<file path="config.mk">
export PLATFORM = sky130hd
export DESIGN_NAME = addr_burst_sequencer
export DESIGN_NICKNAME = d
export VERILOG_FILES = /design/src/rtl/addr_burst_sequencer.sv
export SDC_FILE = /design/constraint.sdc
export NUM_CORES = 1
export LEC_CHECK = 0
export CORE_MARGIN = 5
export CORE_UTILIZATION = 47
export DETAILED_ROUTE_END_ITERATION = 8
export GPL_TIMING_DRIVEN = 0
export PLACE_DENSITY = 0.81
export SYNTH_ARGS = -nofsm -noshare
export SYNTH_HDL_FRONTEND = slang
export SYNTH_SLANG_ARGS = --single-unit
</file>
<file path="constraint.sdc">
create_clock -name clk -period 2.3 [get_ports clk]
set_input_delay 0.345 -clock clk [delete_from_list [all_inputs] [get_ports clk]]
set_output_delay 0.345 -clock clk [all_outputs]
set_load 0.02 [all_outputs]
</file>
<file path="src/rtl/addr_burst_sequencer.sv">
`default_nettype none
// ============================================================================
//  Module   : addr_burst_sequencer
//  Purpose  : Pops base addresses from an address FIFO and issues each one,
//             optionally followed by consec_count incrementing addresses, on
//             a valid/ready address stream. Tracks progress with an issued
//             address counter, a sticky underrun flag and a done pulse.
//  Ports    : clk, reset (sync, active-high)
//             run_program / end_program / abort_program   - program control
//             freeze_addr_fifo                            - hold FIFO fetches
//             send_consec_addr, consec_count              - burst extension
//             addr_fifo_threshold, words_in_addr_fifo     - prime level
//             addr_fifo_dout, addr_fifo_empty, addr_fifo_rd - FIFO read side
//             vec_addr, vec_addr_valid, vec_addr_ready    - address stream
//             seq_active, seq_done, seq_underrun, addr_issued_cnt - status
//  Config   : ADDR_SEQ_PRIME_EN defined   -> PRIME state waits for the FIFO
//                                            to reach addr_fifo_threshold.
//             ADDR_SEQ_PRIME_EN undefined -> run edge goes straight to FETCH.
//  Revision : 1.0 - initial release
// ============================================================================
module addr_burst_sequencer #(
  parameter int ADDR_W      = 32,
  parameter int ISSUE_CNT_W = 32
) (
  input  logic                   clk,
  input  logic                   reset,
  input  logic                   run_program,
  input  logic                   end_program,
  input  logic                   abort_program,
  input  logic                   freeze_addr_fifo,
  input  logic                   send_consec_addr,
  input  logic [7:0]             consec_count,
  input  logic [15:0]            addr_fifo_threshold,
  input  logic [15:0]            words_in_addr_fifo,
  input  logic [ADDR_W-1:0]      addr_fifo_dout,
  input  logic                   addr_fifo_empty,
  output logic                   addr_fifo_rd,
  output logic [ADDR_W-1:0]      vec_addr,
  output logic                   vec_addr_valid,
  input  logic                   vec_addr_ready,
  output logic                   seq_active,
  output logic                   seq_done,
  output logic                   seq_underrun,
  output logic [ISSUE_CNT_W-1:0] addr_issued_cnt
);

  typedef enum logic [2:0] {
    S_IDLE  = 3'd0,
    S_PRIME = 3'd1,
    S_FETCH = 3'd2,
    S_LOAD  = 3'd3,
    S_ISSUE = 3'd4,
    S_DONE  = 3'd5
  } state_t;

  state_t     state;
  logic       run_q;
  logic [7:0] burst_rem;

  logic run_edge;
  logic accept;
  logic pop;

  assign run_edge = run_program & ~run_q;
  assign accept   = vec_addr_valid & vec_addr_ready;

  // The pop strobe is decoded from the FETCH state rather than registered so
  // the FIFO's one-cycle read latency lines up with LOAD; an abort or reset
  // in the same cycle suppresses it so no word is lost.
  assign pop          = (state == S_FETCH) & ~freeze_addr_fifo & ~addr_fifo_empty;
  assign addr_fifo_rd = pop & ~abort_program & ~reset;

`ifndef ADDR_SEQ_PRIME_EN
  // Prime-level inputs have no consumer without the PRIME state.
  logic unused_prime_inputs;
  assign unused_prime_inputs = ^{addr_fifo_threshold, words_in_addr_fifo};
`endif

  always_ff @(posedge clk) begin
    if (reset) begin
      state           <= S_IDLE;
      run_q           <= 1'b0;
      burst_rem       <= 8'd0;
      vec_addr        <= '0;
      vec_addr_valid  <= 1'b0;
      seq_active      <= 1'b0;
      seq_done        <= 1'b0;
      seq_underrun    <= 1'b0;
      addr_issued_cnt <= '0;
    end else begin
      run_q    <= run_program;
      seq_done <= 1'b0;

      if (abort_program && (state != S_IDLE)) begin
        // Abort beats every other event, including a handshake in flight.
        state          <= S_IDLE;
        vec_addr_valid <= 1'b0;
        seq_active     <= 1'b0;
      end else begin
        case (state)
          S_IDLE: begin
            if (run_edge) begin
              seq_underrun    <= 1'b0;
              addr_issued_cnt <= '0;
              seq_active      <= 1'b1;
`ifdef ADDR_SEQ_PRIME_EN
              state           <= S_PRIME;
`else
              state           <= S_FETCH;
`endif
            end
          end

`ifdef ADDR_SEQ_PRIME_EN
          S_PRIME: begin
            if ((words_in_addr_fifo >= addr_fifo_threshold) || end_program) begin
              state <= S_FETCH;
            end
          end
`endif

          S_FETCH: begin
            if (!freeze_addr_fifo) begin
              if (!addr_fifo_empty) begin
                state <= S_LOAD;
              end else if (end_program) begin
                state    <= S_DONE;
                seq_done <= 1'b1;
              end else begin
                seq_underrun <= 1'b1;
              end
            end
          end

          S_LOAD: begin
            // Burst length is sampled only here; later changes to the
            // consec controls apply to the next FIFO word.
            vec_addr       <= addr_fifo_dout;
            burst_rem      <= send_consec_addr ? consec_count : 8'd0;
            vec_addr_valid <= 1'b1;
            state          <= S_ISSUE;
          end

          S_ISSUE: begin
            if (accept) begin
              if (addr_issued_cnt != '1) begin
                addr_issued_cnt <= addr_issued_cnt + ISSUE_CNT_W'(1);
              end
              if (burst_rem == 8'd0) begin
                vec_addr_valid <= 1'b0;
                state          <= S_FETCH;
              end else begin
                // Natural wrap at 2^ADDR_W.
                vec_addr  <= vec_addr + ADDR_W'(1);
                burst_rem <= burst_rem - 8'd1;
              end
            end
          end

          S_DONE: begin
            seq_active <= 1'b0;
            state      <= S_IDLE;
          end

          default: begin
            vec_addr_valid <= 1'b0;
            seq_active     <= 1'b0;
            state          <= S_IDLE;
          end
        endcase
      end
    end
  end

endmodule
`default_nettype wire
</file>
==> impl_metrics.yaml, run 1 <==
layout:
  diodes: 0
  most-common-layout-cells: "clkdlybuf4s50_1 (114), dfxtp_1 (78), a21oi_1 (73), nand2_1 (63), nor2_1 (42)"
  drive_gt1_share_pct: 11.40
  final_util_pct: 66.02
  layout.nets: 843
  layout_commonest_cell: "clkdlybuf4s50_1"
  syn_to_final_growth_pct: 35.95
  fin_area_mm2: 0.006482
worst_setup_path:
  cp.depth: 8
  crit_family: "simple AND/OR/NAND/NOR gates"
  arrival_ns: 2.50
  worstSetupStartpointType: "register"
  crit_type: "register to register"
  cp_cell_sequence: "clkbuf_2 -> nand4_1 -> nor3_4 -> clkbuf_4 -> nand3_2 -> clkbuf_4 -> nand4_1 -> a21oi_1"
  critPathRequiredTime_ns: 2.51
  cp_max_fo: 10
  cpPeakStageDelay_ns: 0.36
  rr_worst_depth: 8
  cp_slowest_cell: "nor3_4"
  crit_path_end_kind: "register"
  path_buf_inv: 3
placed_design:
  place_area_mm2: 0.006086
  dp_slack_ns: -0.4316
  dpl.hpwl_mm: 12.61
  gp_congestion: 1.034
  io_buffers: 115
grt:
  grt_max_degree: 14
  grt_pass1_wl_mm: 28.74
  grt_pass1_vias: 5778
  antenna_found_initial: 0
  grtUsageTotal_pct: 27.92
  overflow: 0
floorplanning:
  initial_core_util_pct: 48.56
  die_w_um: 110.7
  rows: 36
  die_area_mm2: 0.01226
  ios: 150
  fp.dieH_um: 110.7
  core_area_mm2: 0.009819
detailed_routing:
  drt_iter0_drc: 612
  dr.pass1.iters: 6
  route.detailed.drc: 0
  vias: 6022
  routedWlPerCell_um: 20.42
  ant_nets: 0
  wl_mm: 18.30
  routed_via_density: 6.721
clock_tree:
  numCtsBuffers: 9
  path_clk_slew_ns: 0.09
  cts_max_path_buffers: 2
  cts_tree: "done"
  hold_buffers: 0
  clkLatencyLatePin_ns: 0.36
  clockRootBuffer: "clkbuf_8"
  cts_htree_levels: 3
  clock-sinks: 80
yosys:
  synth_cells: 630
  ys_seq_area_share_pct: 33.59
  syn_avg_cell_area_um2: 7.569
  synth_ff_type: "dfxtp_1"
  synth_area_leaders: "dfxtp_1 (34%), a21oi_1 (7.7%), nand2_1 (5.0%), nand4_1 (4.6%), o21ai_0 (3.9%)"
  synth_edf_count: 0
  async_reset_ff_share_pct: 0
  netlist_area_mm2: 0.004768
  syn-num-nets: 715
  synth_seq_cells: 80
  synthDistinctLibCells: 64
  yosysWarningCount: 0
  synth_top_area_share_pct: 33.59
  yosys.area.top_type: "dfxtp_1"
timing:
  slew_headroom_pct: 51.78
  final.setup.worst_slack_ns: 0.01808
  finalCriticalPeriod_ns: 2.282
  finalHoldViolCount: 0
  clock.fmax_mhz: 438.2
  min_period_over_period_pct: 99.21
  slew_viol_final: 0
  skew_ns: 0.01310
  setup_viol: 0
  tightestPinTransition_ns: 0.7232
  rsz0062_at_grt: "yes"
pwr:
  irDropWorstVdd_uv: 368.1
  power_per_cell_area_mw_per_mm2: 480.1
  p_leak_uw: 0.002230
status:
  status: "finished, final reports clean"
hold_path:
  hold_path.class: "input port to register"
  hold_path_depth: 3
flow_run:
  cap_violations: 0
==> tightest hold or removal path, stage by stage <==
cell and delay, ns:
clkbuf_1 0.18, nand4_1 0.12, a31oi_1 0.08
==> power breakdown <==
group          total [uW]  switching [uW]  leakage [uW]  internal, uW
Clock                1080             550     0.0000993           531
Combinational         597             359       0.00148           238
Sequential           1430            27.0      0.000646          1410
Total                3110             935       0.00223          2180
==> per-layer routing <==
| layer | share of wire, % | global-route usage (%) |
|---|---|---|
| met1 | 38 | 35.17 |
| met2 | 46 | 44.82 |
| met3 | 13 | 6.714 |
| met4 | 3.9 | 13.30 |
| met5 | 0 | 0 |
==> sequential cells by signal, summed over array words and instances, names as in the netlist <==
| name | flops |
|---|---|
| burst_rem | 8 |
| seq_done | 1 |
| vec_addr_valid | 1 |
| state | 3 |
| seq_underrun | 1 |
| vec_addr | 32 |
| run_q | 1 |
| addr_issued_cnt | 32 |
| seq_active | 1 |
==> layout make-up <==
cell class | instances | area [um2]
clock inverters | 5 | 56.30
fillers | 845 | 3337
multi-input cells | 494 | 3075
plain buffers | 47 | 234.0
well taps | 133 | 166.4
inverters | 8 | 30.03
repair buffers | 118 | 1175
flip-flops and latches | 80 | 1604
clock buffers | 11 | 141.4
==> kinds of logic after synthesis <==
kind of cell	Yosys count	share of synthesized area (%)
simple gates	277	31.65
compound gates	207	27.68
flops	80	33.59
buf+inv	56	4.749
mux	6	1.286
fa+ha+maj	4	1.050
==> synth_stat cells, types with 6 or more instances <==
library cell,number
dfxtp_1,80
a21oi_1,73
nand2_1,64
nor2_1,43
o21ai_0,37
nand4_1,35
clkbuf_1,33
nand3_1,29
o31ai_1,21
nor3_1,20
a31oi_1,16
buf_2,12
nor4_1,10
or4_1,10
and2_1,9
or3_1,9
a211oi_1,8
and3_1,8
inv_1,8
and4_1,6
or2_2,6
==> timing repair <==
item	4_1_cts	5_1_grt
gates resized for setup	27	37
setup endpoints to repair	64	67
buffers inserted	2	1
hold endpoints to repair	0	0
pin swaps	0	1
==> through the flow <==
| step | instances | hold WS [ns] | TNS (ns) | total power [uW] |
|---|---|---|---|---|
| after floorplan | 630 | 0.4205 | 0 | 1782 |
| after global placement | 878 | 0.4582 | -15.84 | 2007 |
| after detailed placement | 878 | 0.4627 | -18.62 | 2020 |
| after CTS | 896 | 0.4093 | -0.002732 | 3074 |
| after global routing | 896 | 0.4375 | -0.8068 | 3219 |
| final | 896 | 0.4201 | 0 | 3112 |
==> final timing paths <==
path,start,to,slack (ns)
hold reg to reg,seq_underrun,seq_underrun,0.48
setup reg to reg,addr_issued_cnt[7],addr_issued_cnt[17],0.02
setup / recovery,addr_issued_cnt[7],addr_issued_cnt[17],0.02
hold / removal,send_consec_addr,burst_rem[0],0.42
(Power assumes the default switching activity.)
==> inputs of run 2 (changes only) <==
RECOVER_POWER = 100   (was unset)
==> run 2 against run 1 <==
Against the previous run:
- final area stayed put
- final cell count stayed put
- non-clock buffer count stayed put
- worst setup slack better by 0.011 ns
- sequential cell count stayed put
- global-route usage stayed put
- wire length hardly changed
- largest cell class unchanged
- highest routed layer unchanged
==> impl_metrics.yaml, run 2 (same netlist as run 1, synthesis figures left out) <==
clock_tree:
  path_clk_slew_ns: 0.09
  cts_max_path_buffers: 2
  cts_htree_levels: 3
  clock-sinks: 80
  clockRootBuffer: "clkbuf_8"
  cts_tree: "done"
  numCtsBuffers: 9
  clkLatencyLatePin_ns: 0.36
worst_setup_path:
  crit_path_end_kind: "register"
  arrival_ns: 2.48
  critPathRequiredTime_ns: 2.51
  worstSetupStartpointType: "register"
  startpoint: "addr_issued_cnt[7]"
  crit_type: "register to register"
  cp_max_fo: 10
  r2r-start: "addr_issued_cnt[7]"
  rr_worst_depth: 8
  r2r_slack_ns: 0.03
detailed_routing:
  ant_nets: 0
  routedWlPerCell_um: 20.44
  wl_mm: 18.31
  routed_via_density: 6.732
  dr.pass1.iters: 7
  drt_iter0_drc: 583
  vias: 6032
  route.detailed.drc: 0
layout:
  layout.nets: 843
  drive_gt1_share_pct: 11.40
  most-common-layout-cells: "dfxtp_1 (78), a21oi_1 (73), dlygate4sd3_1 (65), nand2_1 (63), clkdlybuf4s50_1 (49)"
  top_regs: "addr_issued_cnt: 32 flops, vec_addr: 32 flops, burst_rem: 8 flops"
  fillCellCount: 845
  fin_area_mm2: 0.006482
  syn_to_final_growth_pct: 35.95
  diodes: 0
  layout_commonest_cell: "dfxtp_1"
timing:
  skew_ns: 0.01133
  rsz0062_at_grt: "yes"
  setup_viol: 0
  finalHoldViolCount: 0
  fin_setup_tns_ns: 0
  slew_viol_final: 0
  slew_headroom_pct: 51.32
  min_period_over_period_pct: 98.72
  finalCriticalPeriod_ns: 2.271
  final.setup.worst_slack_ns: 0.02942
  clock.fmax_mhz: 440.4
  tightestPinTransition_ns: 0.7302
floorplanning:
  fp.dieH_um: 110.7
  initial_core_util_pct: 48.56
  die_w_um: 110.7
  die_area_mm2: 0.01226
  rows: 36
  core_area_mm2: 0.009819
  ios: 150
grt:
  grt_pass1_vias: 5778
  grtUsageTotal_pct: 27.92
  grt_max_degree: 14
  overflow: 0
  antenna_found_initial: 0
  grt_pass1_wl_mm: 28.74
hold_path:
  min_from: "send_consec_addr"
  hold_path_depth: 3
  hold_path.class: "input port to register"
pwr:
  clock_power_share_pct: 34.5
  power_frac_comb_pct: 19.1
  seqPwrFrac_pct: 46.3
  power_switching_uw: 924.4
  p_total_uw: 3096
  power_per_cell_area_mw_per_mm2: 477.6
  irDropWorstVdd_uv: 367.2
  internal_power_uw: 2172
  p_leak_uw: 0.002461
  swShare_pct: 29.86
status:
  status: "finished, final reports clean"
flow_run:
  cap_violations: 0
placed_design:
  place_area_mm2: 0.006086
  dp_slack_ns: -0.4316
  gp_congestion: 1.034
  dpl.hpwl_mm: 12.61
  io_buffers: 115
==> run 2: critical path, cell delays in order (launching register included) <==
cell and delay, ns:
dfxtp_1 0.33, clkbuf_2 0.18, nand4_1 0.32, nor3_4 0.36, clkbuf_4 0.26, nand3_2 0.21
clkbuf_4 0.27, nand4_1 0.11, a21oi_1 0.07
==> run 2: layer usage <==
| metal | vias to the layer above | wire length [um] | share of wire (%) | track usage (%) |
|---|---|---|---|---|
| met2 | 497 | 8406 | 46 | 44.82 |
| met5 | - | 0 | 0 | 0 |
| met3 | 96 | 2238 | 12 | 6.714 |
| met4 | 0 | 772 | 4.2 | 13.30 |
| met1 | 2752 | 6896 | 38 | 35.17 |
| li1 | 2687 | - | - | - |
==> run 2: metrics by stage <==
step | cells | utilization (%) | hold WS (ns)
floorplan | 630 | - | 0.4205
global placement | 878 | 61.98 | 0.4582
detailed placement | 878 | 61.98 | 0.4627
CTS | 896 | 64.83 | 0.4093
global route | 896 | 66.02 | 0.4375
finish | 896 | 66.02 | 0.4144
==> run 2: layout make-up <==
class                      count  area, um2  share of cell area [%]
tap                          133      166.4                   2.567
buffer                        47      234.0                   3.609
timing repair buffer         118       1175                   18.12
inverter                       8      30.03                  0.4632
sequential                    80       1604                   24.74
multi-input combinational    494       3075                   47.44
clock buffer                  11      141.4                   2.181
clock inverter                 5      56.30                  0.8686
==> run 2: timing repair <==
| item | in CTS | in global routing |
|---|---|---|
| hold buffers | 0 | 0 |
| setup endpoints to repair | 64 | 67 |
| buffers inserted | 2 | 1 |
| resized for setup | 27 | 37 |
| pin swaps | 0 | 1 |
==> run 2: final timing paths <==
kind | endpoint
max reg2reg | addr_issued_cnt[17]
min | burst_rem[0]
max | addr_issued_cnt[17]
min reg2reg | seq_underrun
==> run 2: power groups by stage <==
stage	registers, uW	clock network [uW]	logic (uW)
6_report	1430	1070	593
5_1_grt	1440	1150	630
4_1_cts	1430	1080	564
3_5_place_dp	1460	0	556
3_3_place_gp	1460	0	543
2_1_floorplan	1480	0	305
